## config.mk

```make
export PLATFORM = sky130hd
export DESIGN_NAME = branch_resolve_flat
export DESIGN_NICKNAME = d
export VERILOG_FILES = /design/src/rtl/branch_pkg.sv /design/src/rtl/branch_resolve_if.sv /design/src/rtl/cond_eval.sv /design/src/rtl/branch_resolve.sv /design/src/flat_wrapper.sv
export SDC_FILE = /design/constraint.sdc
export NUM_CORES = 1
export LEC_CHECK = 0
export CAP_MARGIN = 20
export CORE_ASPECT_RATIO = 1.25
export CORE_MARGIN = 4
export CORE_UTILIZATION = 48
export DETAILED_ROUTE_END_ITERATION = 6
export PLACE_DENSITY_LB_ADDON = 0.2
export SLEW_MARGIN = 30
export SYNTH_ARGS = -nofsm -noshare
export SYNTH_HDL_FRONTEND = slang
export SYNTH_SLANG_ARGS = --single-unit
```

## constraint.sdc

```tcl
create_clock -name clk -period 6.9 [get_ports clk]
set_input_delay 1.38 -clock clk [delete_from_list [all_inputs] [get_ports clk]]
set_output_delay 1.38 -clock clk [all_outputs]
set_load 0.005 [all_outputs]
```

## src/rtl/branch_pkg.sv

```systemverilog
// Shared encodings for branch resolution: condition codes, flag bit positions, FSM states.
package branch_pkg;

    localparam logic [3:0] COND_EQ = 4'd0;
    localparam logic [3:0] COND_NE = 4'd1;
    localparam logic [3:0] COND_CS = 4'd2;
    localparam logic [3:0] COND_CC = 4'd3;
    localparam logic [3:0] COND_MI = 4'd4;
    localparam logic [3:0] COND_PL = 4'd5;
    localparam logic [3:0] COND_VS = 4'd6;
    localparam logic [3:0] COND_VC = 4'd7;
    localparam logic [3:0] COND_HI = 4'd8;
    localparam logic [3:0] COND_LS = 4'd9;
    localparam logic [3:0] COND_GE = 4'd10;
    localparam logic [3:0] COND_LT = 4'd11;
    localparam logic [3:0] COND_GT = 4'd12;
    localparam logic [3:0] COND_LE = 4'd13;
    localparam logic [3:0] COND_AL = 4'd14;
    localparam logic [3:0] COND_NV = 4'd15;

    localparam int unsigned FLG_N = 3;
    localparam int unsigned FLG_Z = 2;
    localparam int unsigned FLG_C = 1;
    localparam int unsigned FLG_V = 0;

    localparam logic [0:0] ST_IDLE  = 1'b0;
    localparam logic [0:0] ST_FLUSH = 1'b1;

endpackage

```

## src/rtl/branch_resolve_if.sv

```systemverilog
// Branch request / resolution bus between requester (master) and branch_resolve (slave).
interface branch_resolve_if #(
    parameter int unsigned AW    = 32,
    parameter int unsigned CNT_W = 16
);
    logic [3:0]       flag_in;
    logic             flag_we;
    logic             br_valid;
    logic             br_ready;
    logic [3:0]       br_cond;
    logic [AW-1:0]    br_pc;
    logic [AW-1:0]    br_offset;
    logic             out_valid;
    logic             out_ready;
    logic             out_taken;
    logic [AW-1:0]    out_target;
    logic             flush;
    logic [3:0]       flags_q;
    logic [CNT_W-1:0] br_cnt;
    logic [CNT_W-1:0] taken_cnt;

    modport master (
        output flag_in, flag_we, br_valid, br_cond, br_pc, br_offset, out_ready,
        input  br_ready, out_valid, out_taken, out_target, flush, flags_q, br_cnt, taken_cnt
    );

    modport slave (
        input  flag_in, flag_we, br_valid, br_cond, br_pc, br_offset, out_ready,
        output br_ready, out_valid, out_taken, out_target, flush, flags_q, br_cnt, taken_cnt
    );
endinterface

```

## src/rtl/cond_eval.sv

```systemverilog
// Combinational condition-code evaluation against an {N,Z,C,V} flag vector.
module cond_eval
    import branch_pkg::*;
(
    input  logic [3:0] i_flags,
    input  logic [3:0] i_cond,
    output logic       o_taken
);

    logic w_n, w_z, w_c, w_v;

    assign w_n = i_flags[FLG_N];
    assign w_z = i_flags[FLG_Z];
    assign w_c = i_flags[FLG_C];
    assign w_v = i_flags[FLG_V];

    always_comb begin
        o_taken = 1'b0;
        case (i_cond)
            COND_EQ: o_taken = w_z;
            COND_NE: o_taken = ~w_z;
            COND_CS: o_taken = w_c;
            COND_CC: o_taken = ~w_c;
            COND_MI: o_taken = w_n;
            COND_PL: o_taken = ~w_n;
            COND_VS: o_taken = w_v;
            COND_VC: o_taken = ~w_v;
            COND_HI: o_taken = w_c & ~w_z;
            COND_LS: o_taken = ~w_c | w_z;
            COND_GE: o_taken = (w_n == w_v);
            COND_LT: o_taken = (w_n != w_v);
            COND_GT: o_taken = ~w_z & (w_n == w_v);
            COND_LE: o_taken = w_z | (w_n != w_v);
            COND_AL: o_taken = 1'b1;
            COND_NV: o_taken = 1'b0;
            default: o_taken = 1'b0;
        endcase
    end

endmodule

```

## src/rtl/branch_resolve.sv

```systemverilog
// Flag register + conditional branch resolution with a one-entry output register,
// post-taken flush sequencer and saturating branch statistics.
module branch_resolve
    import branch_pkg::*;
#(
    parameter int unsigned AW           = 32,
    parameter int unsigned OFF_SHIFT    = 2,
    parameter int unsigned FLUSH_CYCLES = 2,
    parameter int unsigned CNT_W        = 16
) (
    input  logic            clk,
    input  logic            rst,
    branch_resolve_if.slave bus
);

    localparam logic [3:0] FLUSH_INIT = 4'(FLUSH_CYCLES - 1);

    logic [0:0]       r_state, w_state_nxt;
    logic [3:0]       r_cnt, w_cnt_nxt;
    logic [3:0]       r_flags;
    logic             r_out_valid;
    logic             r_out_taken;
    logic [AW-1:0]    r_out_target;
    logic [CNT_W-1:0] r_br_cnt;
    logic [CNT_W-1:0] r_taken_cnt;

    logic [3:0]       w_flags;
    logic             w_taken;
    logic             w_br_ready;
    logic             w_accept;
    logic [AW-1:0]    w_off_sh;
    logic [AW-1:0]    w_target;

    // Same-cycle flag write is forwarded so a dependent branch sees fresh flags.
    assign w_flags    = bus.flag_we ? bus.flag_in : r_flags;
    assign w_br_ready = (r_state == ST_IDLE) & (~r_out_valid | bus.out_ready);
    assign w_accept   = bus.br_valid & w_br_ready;
    assign w_off_sh   = bus.br_offset << OFF_SHIFT;
    assign w_target   = w_taken ? (bus.br_pc + w_off_sh) : (bus.br_pc + AW'(4));

    cond_eval u_cond_eval (
        .i_flags (w_flags),
        .i_cond  (bus.br_cond),
        .o_taken (w_taken)
    );

    always_comb begin
        w_state_nxt = r_state;
        w_cnt_nxt   = r_cnt;
        case (r_state)
            ST_IDLE: begin
                if (w_accept && w_taken) begin
                    w_state_nxt = ST_FLUSH;
                    w_cnt_nxt   = FLUSH_INIT;
                end
            end
            ST_FLUSH: begin
                if (r_cnt == 4'd0) w_state_nxt = ST_IDLE;
                else               w_cnt_nxt   = r_cnt - 4'd1;
            end
            default: w_state_nxt = ST_IDLE;
        endcase
    end

    always_ff @(posedge clk) begin
        if (rst) begin
            r_state <= ST_IDLE;
            r_cnt   <= 4'd0;
        end else begin
            r_state <= w_state_nxt;
            r_cnt   <= w_cnt_nxt;
        end
    end

    always_ff @(posedge clk) begin
        if (rst) begin
            r_flags <= 4'd0;
        end else if (bus.flag_we) begin
            r_flags <= bus.flag_in;
        end
    end

    // Output register: replace on accept, clear on pop, hold otherwise.
    always_ff @(posedge clk) begin
        if (rst) begin
            r_out_valid  <= 1'b0;
            r_out_taken  <= 1'b0;
            r_out_target <= '0;
        end else if (w_accept) begin
            r_out_valid  <= 1'b1;
            r_out_taken  <= w_taken;
            r_out_target <= w_target;
        end else if (r_out_valid && bus.out_ready) begin
            r_out_valid  <= 1'b0;
            r_out_taken  <= 1'b0;
            r_out_target <= '0;
        end
    end

    always_ff @(posedge clk) begin
        if (rst) begin
            r_br_cnt    <= '0;
            r_taken_cnt <= '0;
        end else if (w_accept) begin
            if (r_br_cnt != '1)               r_br_cnt    <= r_br_cnt + CNT_W'(1);
            if (w_taken && r_taken_cnt != '1) r_taken_cnt <= r_taken_cnt + CNT_W'(1);
        end
    end

    assign bus.br_ready   = w_br_ready;
    assign bus.out_valid  = r_out_valid;
    assign bus.out_taken  = r_out_taken;
    assign bus.out_target = r_out_target;
    assign bus.flush      = (r_state == ST_FLUSH);
    assign bus.flags_q    = r_flags;
    assign bus.br_cnt     = r_br_cnt;
    assign bus.taken_cnt  = r_taken_cnt;

endmodule

```

## src/flat_wrapper.sv

```systemverilog
// flat-port wrapper written by rule: the top's interface ports become plain ports
module branch_resolve_flat import branch_pkg::*;
#(
    parameter int unsigned AW           = 32,
    parameter int unsigned OFF_SHIFT    = 2,
    parameter int unsigned FLUSH_CYCLES = 2,
    parameter int unsigned CNT_W        = 16
)
  (clk, rst, bus_flag_in, bus_flag_we, bus_br_valid, bus_br_cond, bus_br_pc, bus_br_offset, bus_out_ready, bus_br_ready, bus_out_valid, bus_out_taken, bus_out_target, bus_flush, bus_flags_q, bus_br_cnt, bus_taken_cnt);
  branch_resolve_if #(.AW(AW), .CNT_W(CNT_W)) bus_i ();
  input  logic clk;
  input  logic rst;
  input wire logic [$bits(bus_i.flag_in)-1:0] bus_flag_in;
  input wire logic [$bits(bus_i.flag_we)-1:0] bus_flag_we;
  input wire logic [$bits(bus_i.br_valid)-1:0] bus_br_valid;
  input wire logic [$bits(bus_i.br_cond)-1:0] bus_br_cond;
  input wire logic [$bits(bus_i.br_pc)-1:0] bus_br_pc;
  input wire logic [$bits(bus_i.br_offset)-1:0] bus_br_offset;
  input wire logic [$bits(bus_i.out_ready)-1:0] bus_out_ready;
  output wire logic [$bits(bus_i.br_ready)-1:0] bus_br_ready;
  output wire logic [$bits(bus_i.out_valid)-1:0] bus_out_valid;
  output wire logic [$bits(bus_i.out_taken)-1:0] bus_out_taken;
  output wire logic [$bits(bus_i.out_target)-1:0] bus_out_target;
  output wire logic [$bits(bus_i.flush)-1:0] bus_flush;
  output wire logic [$bits(bus_i.flags_q)-1:0] bus_flags_q;
  output wire logic [$bits(bus_i.br_cnt)-1:0] bus_br_cnt;
  output wire logic [$bits(bus_i.taken_cnt)-1:0] bus_taken_cnt;
  assign bus_i.flag_in = bus_flag_in;
  assign bus_i.flag_we = bus_flag_we;
  assign bus_i.br_valid = bus_br_valid;
  assign bus_i.br_cond = bus_br_cond;
  assign bus_i.br_pc = bus_br_pc;
  assign bus_i.br_offset = bus_br_offset;
  assign bus_i.out_ready = bus_out_ready;
  assign bus_br_ready = bus_i.br_ready;
  assign bus_out_valid = bus_i.out_valid;
  assign bus_out_taken = bus_i.out_taken;
  assign bus_out_target = bus_i.out_target;
  assign bus_flush = bus_i.flush;
  assign bus_flags_q = bus_i.flags_q;
  assign bus_br_cnt = bus_i.br_cnt;
  assign bus_taken_cnt = bus_i.taken_cnt;
  branch_resolve #(.AW(AW), .OFF_SHIFT(OFF_SHIFT), .FLUSH_CYCLES(FLUSH_CYCLES), .CNT_W(CNT_W)) u_core (.clk(clk), .rst(rst), .bus(bus_i));
endmodule
```

==> results by group, run 1 <==
Run status
  • Status: complete, no violations

Synthesis
  • Synth unique cells: 64
  • Post-synthesis cell area: just under 5000 um^2
  • Synth area leader: dfxtp_1
  • Largest cells by area after synthesis: dfxtp_1 (31%), ha_1 (8.3%), nor2_1 (5.6%)
  • Synth Warn #: 0
  • Most used DFF post-synth: dfxtp_1
  • Post-synth top area share: 0.312
  • Cells after Synth: 586
  • Mean Syn Cell Area: 8.22 um^2
  • Sequential cell area fraction in the yosys report: 0.312
  • Synthesis-stage register bit count: 75
  • Synth async-reset ratio: 0
  • Post-synth EDFFs: 0
  • Syn nets: 696

Route
  • Drt pass-1 iters: 5
  • Final wirelength: 13,200 um
  • Detail Route Antenna Nets: 0
  • Via count: 4,810
  • Initial DRC count: 232
  • # DRC: 0
  • Vias per cell: 5.62
  • Wirelength per Cell: 15.4 um

Clocking
  • Setup bufs post-CTS: 0
  • CTS clk-pin slew, worst paths: 0.06 ns
  • Clock tree root buffer cell: clkbuf_16
  • Clock sinks: 75
  • Hold Buf Count CTS: 0
  • H-tree level count: 3
  • TritonCTS clock tree: done
  • TritonCTS Buffers: 9
  • Clk_lat worst skew: 0.33 ns
  • Post-CTS sizing: 0
  • Clk buf depth: 2

Critical path
  • Critical path cell sequence: clkdlybuf4s50_1 > buf_4 > mux2_2 > nor2_1 > or4b_1 > a311o_1 > nand2_1 > nand2b_1 > ha_1 > inv_1 > fa_1 > nand2b_1 > a21oi_1 > o2111ai_1 > a21oi_1 > o31ai_1 > a21boi_0 > or4_1 > a32o_1
  • CP max FO: 21
  • Largest stage delay on the critical path: approximately 0.66 ns
  • Type of the worst setup path: in2reg
  • Slowest CP cell: clkdlybuf4s50_1
  • Setup crit end kind: flop
  • Reg-to-reg endpoint: u_core.bus.out_target[30]
  • Reg2Reg Setup Slack: ~1.8 ns
  • Worst path required time: 7.12 ns
  • Crit start category: input port
  • Worst EP arrival: 6.68 ns
  • Reg2reg path depth: 17
  • Reg-to-reg startpoint: u_core.bus.flags_q[3]

Power
  • Pwr/cell area: 209 nW/um^2
  • VDD IR max: 155 uV
  • Leakage: 2.67 nW

Finish
  • Share of cells above drive strength 1: 0.0493
  • Layout fillers: 767
  • Ant. Diodes: 0
  • Final #Nets: 835
  • Area Overhead vs Synth: 39.2%

GRT
  • Initial antenna violation count: 0
  • Largest net degree at the start of global routing: 65
  • Vias in the first global route: between 4,000 and 5,000
  • Grt total ovfl: 0
  • GRT Total Usage: 0.218
  • First-pass GRT wire length: 21,400 um

Flow run
  • Max Cap Viol: 0

STA
  • Final period utilization: 0.936
  • Slew Viols, Final: 0
  • Hold Vio Cnt, Final: 0
  • Finish-stage setup viols: 0
  • Min Tclk post-route: approximately 6.5 ns
  • Final setup TNS: 0 ns
  • Clock Skews: between 0.009 and 0.01 ns
  • Unrepaired setup endpoints after global routing: false
  • Fmax: roughly 150 MHz
  • Slew margin rel.: 0.449
  • Min Hold Slack: 0.452 ns
  • Worst Tran Pin Value: 0.827 ns

Floorplanning
  • Num ports: 149
  • Starting Density: 0.496
  • Die area: 11,700 um^2
  • Chip height: 120 um
  • DIE WIDTH: 97.6 um
  • FP Rows: 40
  • Core Region: 9710 um^2

Placement
  • DP HPWL: 9900 um
  • Gp weighted congestion: around 0.92
  • Port-buffer cells: around 150

Worst hold path
  • Worst Hold Launch: u_core.bus.out_target[6]
  • WHS Endpoint: u_core.bus.out_target[6]
  • Hold path cells: 2
  • Hold WC Path Type: reg2reg
## power breakdown
part / leakage [nW] / switching (mW) / internal, mW
sequential: 0.612 / 0.0203 / 0.465
combinational: 1.90 / 0.189 / 0.207
clock: 0.166 / 0.184 / 0.338
total: 2.67 / 0.394 / 1.01
## logic make-up (layout without fill, tap and decap cells)
logic type,after synthesis,count (layout),synth area share
and+or+nand+nor,245,245,0.260
xor gates and xnor gates,37,37,0.0673
adders and majority gates,33,33,0.0873
AOI/OAI and AO/OA,152,152,0.213
buffers and inverters,31,175,0.0281
DFF,75,75,0.312
muxes,13,13,0.0330
## state kept, by name, summed over array words and instances, names as in the netlist
signal / cells
u_core.bus.br_cnt: 16
u_core.bus.flags_q: 4
u_core.bus.flush: 1
u_core.bus.out_taken: 1
u_core.bus.out_target: 32
u_core.bus.out_valid: 1
u_core.bus.taken_cnt: 16
u_core.r_cnt: 4
## final cells by class
type                       instances  area (um^2)  area share
tap                              126          158      0.0235
sequential                        75         1500       0.224
inverter                          11         41.3     0.00616
clock inverter                     5         82.6      0.0123
multi-input combinational        480         3190       0.476
clock buffer                      11          253      0.0377
timing repair buffer             148         1470       0.220
## worst max path at each step
stage | from | to | cells after the start
floorplan | bus_flag_we | u_core.bus.out_target[30] | 17
global placement | bus_flag_we | u_core.bus.out_target[30] | 17
detailed placement | bus_flag_we | u_core.bus.out_target[30] | 19
CTS | bus_flag_we | u_core.bus.out_target[30] | 19
global route | bus_flag_we | u_core.bus.out_target[30] | 19
finish | bus_flag_we | u_core.bus.out_target[30] | 19
## synth_stat cells (6+ instances only)
cell type,count
inv_1,11
a211oi_1,6
dfxtp_1,75
a21oi_1,32
o21a_1,6
o21ai_0,29
xnor2_1,15
and3_1,11
nor2_1,72
a21o_1,15
nand2_1,45
or3_1,10
a22oi_1,13
nand4_1,13
ha_1,32
a31oi_1,8
nor2b_1,7
nor3_1,6
nand3_1,13
xor2_1,22
clkbuf_1,16
nand2b_1,10
o31ai_1,8
and2_1,38
mux2i_1,8
## critical path: cells and delay by family
| family | cells | cell delay, ns |
|---|---|---|
| AO/OA/AOI/OAI | 7 | 1.86 |
| AND/OR/NAND/NOR | 6 | 1.85 |
| buffers and inverters | 3 | 0.97 |
| adder cells (fa/ha/maj) | 2 | 0.42 |
| multiplexers | 1 | 0.19 |
## metrics by stage
stage,power (mW),instance area [um^2],std cells,utilization,worst slack [ns]
5_1_grt,1.47,6700,856,0.690,0.163
3_3_place_gp,0.877,6350,840,0.655,0.258
3_5_place_dp,0.886,6360,840,0.655,0.132
4_1_cts,1.41,6690,856,0.689,0.461
2_1_floorplan,0.729,4820,586,-,1.43
6_report,1.40,6700,856,0.690,0.442
## cells in the final DEF (no fill, tap or decap), types with 6 or more instances in the layout
master and count:
mux2i_1 8, a22oi_1 13, nor2_1 72, inv_1 11
a21oi_1 31, dfxtp_1 75, nor2b_1 6, or3_1 10
and2_1 38, a211oi_1 6, o21a_1 6, nand2_1 45
nor3_1 6, ha_1 32, nand2b_1 10, o31ai_1 8
xor2_1 22, xnor2_1 15, clkdlybuf4s50_1 145, and3_1 11
clkbuf_16 9, nand3_1 13, a21o_1 15, a31oi_1 8
nand4_1 13, o21ai_0 29
## layer usage
layer / share of wire / GRT usage
met2: 0.50 / 0.393
met3: 0.059 / 0.0488
met5: 0 / 0
met1: 0.42 / 0.246
met4: 0.021 / 0.0866
No activity file was read; power rests on OpenSTA's default activity.
==> run 2: changes to the inputs <==
- CELL_PAD_IN_SITES_DETAIL_PLACEMENT: unset -> 1
- CELL_PAD_IN_SITES_GLOBAL_PLACEMENT: unset -> 1
- CORE_UTILIZATION: 48 -> 34
==> run 2 against run 1 <==
Compared with the run above:
- sequential power about the same
- setup slack improved by 0.24 ns
- utilization fell by 20 points
- sequential share of layout area decreased by 0.24 points
- via count up 0.52%
- register-to-register slack better by 0.34 ns
- routed wire length rose by 19%
- non-clock buffer count grew 4
- flip-flop and latch count did not move
- critical path depth fell by 2
- critical path type unchanged
- critical endpoint unchanged
- highest routed layer unchanged
==> results by group, run 2 (synthesized netlist as in run 1, its figures left out) <==
Critical path
  • Type of the worst setup path: in2reg
  • Critical path cell sequence: clkdlybuf4s50_1 > mux2i_4 > o221ai_2 > or4b_1 > a311o_1 > nand2_1 > buf_4 > and2_1 > ha_1 > a21o_1 > a21o_1 > a21o_1 > and3_1 > o31ai_1 > a21boi_0 > or4_1 > a32o_1
  • Buf/Inv on CP: 2
  • Reg2reg path depth: 16
  • Reg2Reg Setup Slack: 2.12 ns
  • CP max FO: 20
  • Reg-to-reg endpoint: u_core.bus.out_target[30]
  • Slowest CP cell: clkdlybuf4s50_1
  • Setup crit end kind: flop
  • Worst path required time: 7.13 ns
  • Largest stage delay on the critical path: 0.76 ns
  • Top delay family on crit path: compound AO/OA/AOI/OAI gates
  • Cell mode on critical path: a21o_1
  • Crit path launch: bus_flag_we
  • Reg-to-reg startpoint: u_core.bus.flags_q[3]
  • Crit start category: input port
  • Worst EP arrival: 6.45 ns

Route
  • Wirelength per Cell: between 15 and 20 um
  • Detail Route Antenna Nets: 0
  • Via count: roughly 4,800
  • Initial DRC count: 150
  • Vias per cell: 5.32
  • Final wirelength: 15,700 um
  • # DRC: 0
  • Drt pass-1 iters: 4

Finish
  • Final #Nets: approximately 840
  • Ant. Diodes: 0
  • Area Overhead vs Synth: 40.7%
  • Leading cell type in the layout, fill and taps excluded: clkdlybuf4s50_1
  • Share of cells above drive strength 1: 0.0531
  • Post-Layout Inst Area: 6780 um^2
  • Commonest cells after routing, fill and taps aside: clkdlybuf4s50_1 (145), dfxtp_1 (75), nor2_1 (72)
  • Max reg flops: 32

STA
  • Final period utilization: 0.901
  • Worst Tran Pin Value: around 0.91 ns
  • Finish-stage setup viols: 0
  • Min Tclk post-route: slightly above 6 ns
  • Final WS setup: 0.680 ns
  • Clock Skews: between 0.004 and 0.005 ns
  • Hold Vio Cnt, Final: 0
  • Slew margin rel.: 0.396
  • Final setup TNS: 0 ns
  • Fmax: 161 MHz
  • Unrepaired setup endpoints after global routing: false
  • Slew Viols, Final: 0

GRT
  • Vias in the first global route: 5,258
  • First-pass GRT wire length: approximately 26,000 um
  • Initial antenna violation count: 0
  • Largest net degree at the start of global routing: 65
  • GRT Total Usage: 0.194
  • Grt total ovfl: 0

Placement
  • Place WS: 0.358 ns
  • DP HPWL: 12,100 um
  • Post-DP Area: 6450 um^2
  • Port-buffer cells: 146
  • Gp weighted congestion: 0.796

Run status
  • Status: complete, no violations

Clocking
  • Hold Buf Count CTS: 0
  • Clk buf depth: 2
  • Clock sinks: 75
  • TritonCTS clock tree: done
  • Post-CTS sizing: 0
  • Setup bufs post-CTS: 0
  • H-tree level count: 3
  • TritonCTS Buffers: 9
  • CTS clk-pin slew, worst paths: 0.06 ns
  • Clk_lat worst skew: 0.34 ns
  • Clock tree root buffer cell: clkbuf_16

Floorplanning
  • Core Region: 13,900 um^2
  • Num ports: between 100 and 150
  • Starting Density: 0.347
  • Chip height: 141 um
  • Die area: 16,100 um^2
  • FP Rows: 48
  • DIE WIDTH: 114 um

Worst hold path
  • Worst Hold Launch: u_core.bus.out_target[18]
  • Hold path cells: 2
  • Hold WC Path Type: reg2reg
  • WHS Endpoint: u_core.bus.out_target[18]

Power
  • Leakage: 2.68 nW
  • Pwr/cell area: between 200 and 250 nW/um^2
  • VDD IR max: 147 uV

Flow run
  • Max Cap Viol: 0
[run 2: changes by cell type in the layout (fill, tap and decap cells not counted), sizes merged]
cell      delta
buf          +4
clkinv       -1
clkinvlp     +1
[run 2: tightest hold or removal path: stages (launching register included)]
cell and delay (ns):
dfxtp_1 0.32, nand2_1 0.05, nand3_1 0.05
[run 2: through the flow]
step | std cells | hold slack (ns) | power (mW) | util
4_1_cts | 909 | 0.463 | 1.44 | 0.488
2_1_floorplan | 586 | 0.448 | 0.729 | -
6_report | 909 | 0.457 | 1.42 | 0.488
5_1_grt | 909 | 0.500 | 1.50 | 0.488
3_3_place_gp | 893 | 0.440 | 0.893 | 0.465
3_5_place_dp | 893 | 0.449 | 0.906 | 0.465
[run 2: how the worst max path moves through the flow]
stage	slack [ns]	cells after the start	endpoint
6_report	0.68	17	u_core.bus.out_target[30]
5_1_grt	0.39	19	u_core.bus.out_target[30]
4_1_cts	0.64	17	u_core.bus.out_target[30]
3_5_place_dp	0.36	17	u_core.bus.out_target[30]
3_3_place_gp	0.42	17	u_core.bus.out_target[30]
2_1_floorplan	1.43	17	u_core.bus.out_target[30]
[run 2: report_power, final]
group | switching, mW | total, mW | leakage (nW) | internal, mW
registers | 0.0208 | 0.486 | 0.612 | 0.465
clock network | 0.194 | 0.523 | 0.156 | 0.329
logic | 0.198 | 0.408 | 1.91 | 0.210
[run 2: final cells by class]
type                            instances  area [um^2]
Tap cell                              175          219
Sequential cell                        75         1500
Timing Repair Buffer                  152         1500
Fill cell                            1653         7100
Inverter                               11         41.3
Clock inverter                          5         85.1
Multi-Input combinational cell        480         3190
Clock buffer                           11          243
[run 2: per-layer routing]
layer  global-route usage  up-vias  share of wire
met5                    0        -              0
met1                0.210     2297           0.40
met3               0.0369       19          0.043
li1                     -     2413              -
met2                0.366      106           0.54
met4               0.0694        0          0.020
